**src/rtl/keypad_operand_fifo.sv**
```systemverilog
// Keypad entry editor and operand FIFO for the calculator datapath.
// Cursor key presses edit a Digits-nibble entry; EXE commits {operator, operand}
// into a Depth-deep FIFO drained by the ALU. Entry stalls while the FIFO is full
// and auto-commits the frozen word once space frees.
module keypad_operand_fifo #(
  parameter int unsigned Digits = 4,
  parameter int unsigned Depth  = 4,
  parameter int unsigned OpW    = 3,
  localparam int unsigned EntryW = 4 * Digits,
  localparam int unsigned CntW   = $clog2(Depth) + 1
) (
  input  logic              clk_i,
  input  logic              rst_ni,
  input  logic [4:0]        val_i,
  input  logic              btn_p_i,
  input  logic              mode_i,
  input  logic [1:0]        disp_sel_i,
  input  logic              out_ready_i,
  output logic              out_valid_o,
  output logic [EntryW-1:0] out_data_o,
  output logic [OpW-1:0]    out_op_o,
  output logic [CntW-1:0]   count_o,
  output logic              full_o,
  output logic              stall_o,
  output logic              err_o,
  output logic              ovf_o,
  output logic [EntryW-1:0] disp_o
);

  localparam int unsigned PtrW    = $clog2(Depth);
  localparam int unsigned DigW    = $clog2(Digits + 1);
  localparam int unsigned WordW   = OpW + EntryW;
  localparam int unsigned OpFirst = 32'h14;
  localparam int unsigned OpLast  = OpFirst + (1 << OpW) - 1;

  typedef enum logic [0:0] {StEdit, StStall} state_e;

  state_e            state_q, state_d;
  logic [EntryW-1:0] entry_q, entry_d;
  logic [DigW-1:0]   cnt_q, cnt_d;
  logic [OpW-1:0]    op_q, op_d;
  logic              err_q, err_d;
  logic              ovf_q, ovf_d;
  logic              last_mode_q;
  logic              mode_seen_q;
  logic [EntryW-1:0] disp_q, disp_d;

  logic [WordW-1:0]  mem_q [Depth];
  logic [PtrW-1:0]   wptr_q, rptr_q;
  logic [CntW-1:0]   count_q;

  logic              push, pop, flush, full, mode_chg;
  logic [WordW-1:0]  push_word;
  logic [WordW-1:0]  head;

  // Key decode
  logic           key_digit, key_exe, key_clr, key_ce, key_bksp, key_op, digit_ok;
  logic [OpW-1:0] op_key;
  assign key_digit = ~val_i[4];
  assign key_exe   = (val_i == 5'h10);
  assign key_clr   = (val_i == 5'h11);
  assign key_ce    = (val_i == 5'h12);
  assign key_bksp  = (val_i == 5'h13);
  assign key_op    = (32'(val_i) >= OpFirst) && (32'(val_i) <= OpLast);
  assign op_key    = OpW'(32'(val_i) - OpFirst);
  assign digit_ok  = mode_i || (val_i[3:0] <= 4'd9);

  assign head     = mem_q[rptr_q];
  assign full     = (count_q == CntW'(Depth));
  assign pop      = out_valid_o & out_ready_i;
  // The first cycle after reset only records the mode; it is not a change.
  assign mode_chg = mode_seen_q && (mode_i != last_mode_q);

  // Next-state logic for the entry editor, operator latch and FSM
  always_comb begin
    state_d   = state_q;
    entry_d   = entry_q;
    cnt_d     = cnt_q;
    op_d      = op_q;
    err_d     = 1'b0;
    ovf_d     = 1'b0;
    push      = 1'b0;
    flush     = 1'b0;
    push_word = {op_q, entry_q};

    // Mode change acts as CE, but never disturbs a word frozen in STALL.
    if (mode_chg && state_q == StEdit) begin
      entry_d = '0;
      cnt_d   = '0;
    end

    if (btn_p_i) begin
      if (key_clr) begin
        entry_d = '0;
        cnt_d   = '0;
        op_d    = '0;
        flush   = 1'b1;
        state_d = StEdit;
      end else if (state_q == StStall) begin
        err_d = 1'b1;
      end else if (key_digit) begin
        if (!digit_ok) begin
          err_d = 1'b1;
        end else if (cnt_d == DigW'(Digits)) begin
          ovf_d = 1'b1;
        end else begin
          entry_d = {entry_d[EntryW-5:0], val_i[3:0]};
          cnt_d   = cnt_d + DigW'(1);
        end
      end else if (key_bksp) begin
        if (cnt_d != '0) begin
          entry_d = entry_d >> 4;
          cnt_d   = cnt_d - DigW'(1);
        end
      end else if (key_op) begin
        op_d = op_key;
      end else if (key_ce) begin
        entry_d = '0;
        cnt_d   = '0;
      end else if (key_exe) begin
        if (!full || out_ready_i) begin
          push      = 1'b1;
          push_word = {op_q, entry_d};
          entry_d   = '0;
          cnt_d     = '0;
        end else begin
          state_d = StStall;
        end
      end else begin
        err_d = 1'b1;
      end
    end

    // Auto-commit of the frozen word as soon as the FIFO has room.
    if (state_q == StStall && !full && !flush) begin
      push      = 1'b1;
      push_word = {op_q, entry_q};
      entry_d   = '0;
      cnt_d     = '0;
      state_d   = StEdit;
    end
  end

  // Editor, FSM and pulse registers
  always_ff @(posedge clk_i or negedge rst_ni) begin
    if (!rst_ni) begin
      state_q     <= StEdit;
      entry_q     <= '0;
      cnt_q       <= '0;
      op_q        <= '0;
      err_q       <= 1'b0;
      ovf_q       <= 1'b0;
      last_mode_q <= 1'b0;
      mode_seen_q <= 1'b0;
    end else begin
      state_q     <= state_d;
      entry_q     <= entry_d;
      cnt_q       <= cnt_d;
      op_q        <= op_d;
      err_q       <= err_d;
      ovf_q       <= ovf_d;
      last_mode_q <= mode_i;
      mode_seen_q <= 1'b1;
    end
  end

  // FIFO storage; cleared on reset so no stale word is visible afterwards
  always_ff @(posedge clk_i or negedge rst_ni) begin
    if (!rst_ni) begin
      for (int i = 0; i < int'(Depth); i++) mem_q[i] <= '0;
    end else if (push) begin
      mem_q[wptr_q] <= push_word;
    end
  end

  // FIFO pointers and occupancy; pointers wrap naturally as Depth is a power of two
  always_ff @(posedge clk_i or negedge rst_ni) begin
    if (!rst_ni) begin
      wptr_q  <= '0;
      rptr_q  <= '0;
      count_q <= '0;
    end else if (flush) begin
      wptr_q  <= '0;
      rptr_q  <= '0;
      count_q <= '0;
    end else begin
      if (push) wptr_q <= wptr_q + PtrW'(1);
      if (pop)  rptr_q <= rptr_q + PtrW'(1);
      if (push && !pop)      count_q <= count_q + CntW'(1);
      else if (!push && pop) count_q <= count_q - CntW'(1);
    end
  end

  // Display source select
  always_comb begin
    disp_d = '0;
    unique case (disp_sel_i)
      2'd0:    disp_d = entry_q;
      2'd1:    disp_d = {{(EntryW - OpW){1'b0}}, op_q};
      2'd2:    disp_d = head[EntryW-1:0];
      default: disp_d = '0;
    endcase
  end

  // Registered display word
  always_ff @(posedge clk_i or negedge rst_ni) begin
    if (!rst_ni) disp_q <= '0;
    else         disp_q <= disp_d;
  end

  assign out_valid_o = (count_q != '0);
  assign out_data_o  = head[EntryW-1:0];
  assign out_op_o    = head[WordW-1:EntryW];
  assign count_o     = count_q;
  assign full_o      = full;
  assign stall_o     = (state_q == StStall);
  assign err_o       = err_q;
  assign ovf_o       = ovf_q;
  assign disp_o      = disp_q;

endmodule

```
**config.mk**
```make
export PLATFORM = sky130hd
export DESIGN_NAME = keypad_operand_fifo
export DESIGN_NICKNAME = d
export VERILOG_FILES = /design/src/rtl/keypad_operand_fifo.sv
export SDC_FILE = /design/constraint.sdc
export NUM_CORES = 1
export LEC_CHECK = 0
export CAP_MARGIN = 25
export CORE_AREA = 4 4 126 188
export DETAILED_ROUTE_END_ITERATION = 10
export DIE_AREA = 0 0 130 192
export GPL_ROUTABILITY_DRIVEN = 0
export PLACE_DENSITY = 0.45
export SYNTH_ARGS = -nofsm -noshare
export SYNTH_HDL_FRONTEND = slang
export SYNTH_SLANG_ARGS = --single-unit
```
**constraint.sdc**
```tcl
create_clock -name clk_i -period 11.53 [get_ports clk_i]
set_clock_uncertainty 0.2 [all_clocks]
set_input_delay 1.153 -clock clk_i [delete_from_list [all_inputs] [get_ports clk_i]]
set_output_delay 1.153 -clock clk_i [all_outputs]
set_load 0.1 [all_outputs]
```
==> flow_metrics.tcl <==
set metrics [dict create \
    outcome "completed" \
    ctsResizeCount 0 \
    synth-main-ff-cell "dfrtp_1" \
    cp_slowest_stage_delay_ps 630 \
    drive_above_1_share_pct 12.7 \
    criticalPathCategory "in -> reg" \
    vias 4923 \
    synth_area_um2 6290 \
    syn_to_final_growth_pct 23.7 \
    slowest_stage "or3_1" \
    synth-edff-count 0 \
    hold_violations 0 \
    cap_violations 0 \
    post-place-ws_ps 6300 \
    r2r_setup_slack_ps 7590 \
    hp-class "reg -> reg" \
    synth.area.top_cells "dfrtp_1 50%, mux4_2 6.8%, nand2_1 6.4%" \
    synth_top_area_share_pct 50.1 \
    h-tree-depth 4 \
    tns_ps 0 \
    tightest_slew_ps 972 \
    critPathTopFamily "simple AND/OR/NAND/NOR gates" \
    grt_pass1_wl_um 29000 \
    ir_drop_mv 0.173 \
    dieArea_um2 25000 \
    place_inst 917 \
    ant_nets 0 \
    crit_chain "clkdlybuf4s50_1 > xnor2_1 > or2_2 > nand2_1 > ha_1 > ha_1 > or3_1 > a21o_1 > or4_1 > a222oi_1" \
    core-area_um2 22100 \
    avgRoutedWirePerCell_um 18.4 \
    crit_arrival_ps 4930 \
    dp_hpwl_um 11500 \
    fillCellCount 2273 \
    grt_pass1_vias 5352 \
    p_per_area_nw_per_um2 278 \
    slew_viol_final 0 \
    ff_latch_area_um2 3150 \
    cts_buffer_depth 2 \
    power_leakage_nw 3.38 \
    crit_top_cell "ha_1" \
    die_h_um 192 \
    gr-total-overflow 0 \
    ys_ff_latch 126 \
    cp.buffers_inverters 1 \
    n_antenna_cell 0 \
    setup_violations 0 \
    endpoint_kind "flip-flop" \
    drt_wl_total_um 17500 \
    clkTransAtPathRegs_ps 60 \
    syn_nets 638 \
    netlist_instances 616 \
    synthDistinctLibCells 60 \
    hold_buffers 0 \
    start_util_pct 28.4 \
    critPathRequiredTime_ps 11640 \
    max_slew_margin_pct 35.0 \
    async_reset_ff_share_pct 100 \
    num_rows 67 \
    startpoint_type "input port" \
    grt_antenna_before_repair 0 \
    clk_latency_ps 420 \
    numCtsBuffers 17 \
    die_w_um 130 \
    grt_usage_pct 15.0 \
    drc_errors 0 \
    cts_tree "yes" \
    layout.cells.non_filler 951 \
    synth-seq-area-share_pct 50.1 \
    avgSynthCellArea_um2 10.2 \
    io_pins 55 \
    finalCritPeriodShare_pct 41.8 \
    power_mw 2.16 \
    root_buffer "clkbuf_16" \
    synth_warnings 0 \
    rsz0062_at_grt "false" \
    multi_input_area_um2 2910 \
    postCtsSetupBuffers 0 \
    first_pass_iters 4 \
    final_nets 684 \
    clkSinkCount 126 \
    drt_iter0_drc 306 \
    fmax_mhz 208 \
    layout_commonest_cell "dfrtp_1" \
    numPortBuffers 54 \
    fin_crit_ps 4820 \
    final_cell_mix "126 x dfrtp_1, 108 x nand2_1, 66 x o21ai_1" \
    grt_start_max_net_pins 71 \
    crit_path_max_fanout 25 \
    setup_ws_ps 6710 \
    via_per_inst 5.18 \
    yosys.area.top_type "dfrtp_1" \
]
[power by group]
group	switching (mW)	total (mW)	internal [mW]	leakage [nW]
combinational	0.642	0.928	0.286	1.41
clock	0.196	0.569	0.373	0.304
sequential	0.0977	0.666	0.568	1.67
[flip-flops by register name (all words and copies together) (netlist names)]
name,flops
mode_seen_q,1
disp_o,16
entry_q,16
last_mode_q,1
op_q,3
err_o,1
stall_o,1
cnt_q,3
wptr_q,2
ovf_o,1
rptr_q,2
count_o,3
mem_q,76
[Yosys cell counts, drive strengths merged (4+ instances only)]
cell	instances
mux2i	19
a21boi	5
inv	13
nand2b	5
dfrtp	126
ha	9
a211oi	6
mux4	19
a311oi	5
or3	4
nand3	9
o211ai	8
nor2	34
xnor2	6
o21ai	77
a2111oi	5
or4	6
a21oi	27
nor3	14
nor3b	4
buf	10
mux2	19
a31oi	4
nand2	108
clkbuf	33
[cell families after synthesis]
| logic type | Yosys count | synth area share [%] |
|---|---|---|
| buffers and inverters | 56 | 3.54 |
| AO/OA/AOI/OAI | 161 | 15.7 |
| other | 1 | 0.0596 |
| AND/OR/NAND/NOR | 198 | 14.2 |
| XOR/XNOR | 7 | 0.975 |
| adder cells (fa/ha/maj) | 10 | 2.11 |
| multiplexers | 57 | 13.2 |
| flip-flops | 126 | 50.1 |
[per-stage QoR]
step | hold slack, ps | utilization (%) | instance area, um^2
after floorplan | 250 | - | 6290
after global placement | 261 | 32.1 | 7090
after detailed placement | 270 | 32.2 | 7120
after CTS | 287 | 35.0 | 7750
after global routing | 309 | 35.1 | 7780
final | 281 | 35.1 | 7780
[final cells by class]
type	instances	share of cell area [%]
clock buffer	22	5.97
clock inverter	10	2.06
inverter	13	0.627
multi-input combinational	434	37.4
sequential	126	40.5
tap	276	4.44
timing repair buffer	70	8.94
[tightest hold or removal path, cell delays in order, from the launching register on]
cell	delay, ps
dfrtp_1	340
nand2_1	50
o21ai_1	60
[layer usage]
layer | wire [um] | vias to the layer above | track usage, %
met5 | 0 | - | 0
met4 | 317 | 0 | 5.16
met3 | 650 | 23 | 2.70
met2 | 9060 | 111 | 26.3
met1 | 7430 | 2464 | 18.5
li1 | - | 2325 | -
[worst paths after layout]
check	from	depth (start not counted)	end
max	mode_i	10	entry_q[4]$_DFF_PN0_
max in group asynchronous	rst_ni	2	mem_q[60]$_DFFE_PN0P_
min	mem_q[22]$_DFFE_PN0P_	2	mem_q[22]$_DFFE_PN0P_
min reg2reg	mem_q[22]$_DFFE_PN0P_	2	mem_q[22]$_DFFE_PN0P_
min in group asynchronous	rst_ni	1	mem_q[53]$_DFFE_PN0P_
max reg2reg	last_mode_q$_DFF_PN0_	9	entry_q[4]$_DFF_PN0_
(Power assumes the default switching activity.)
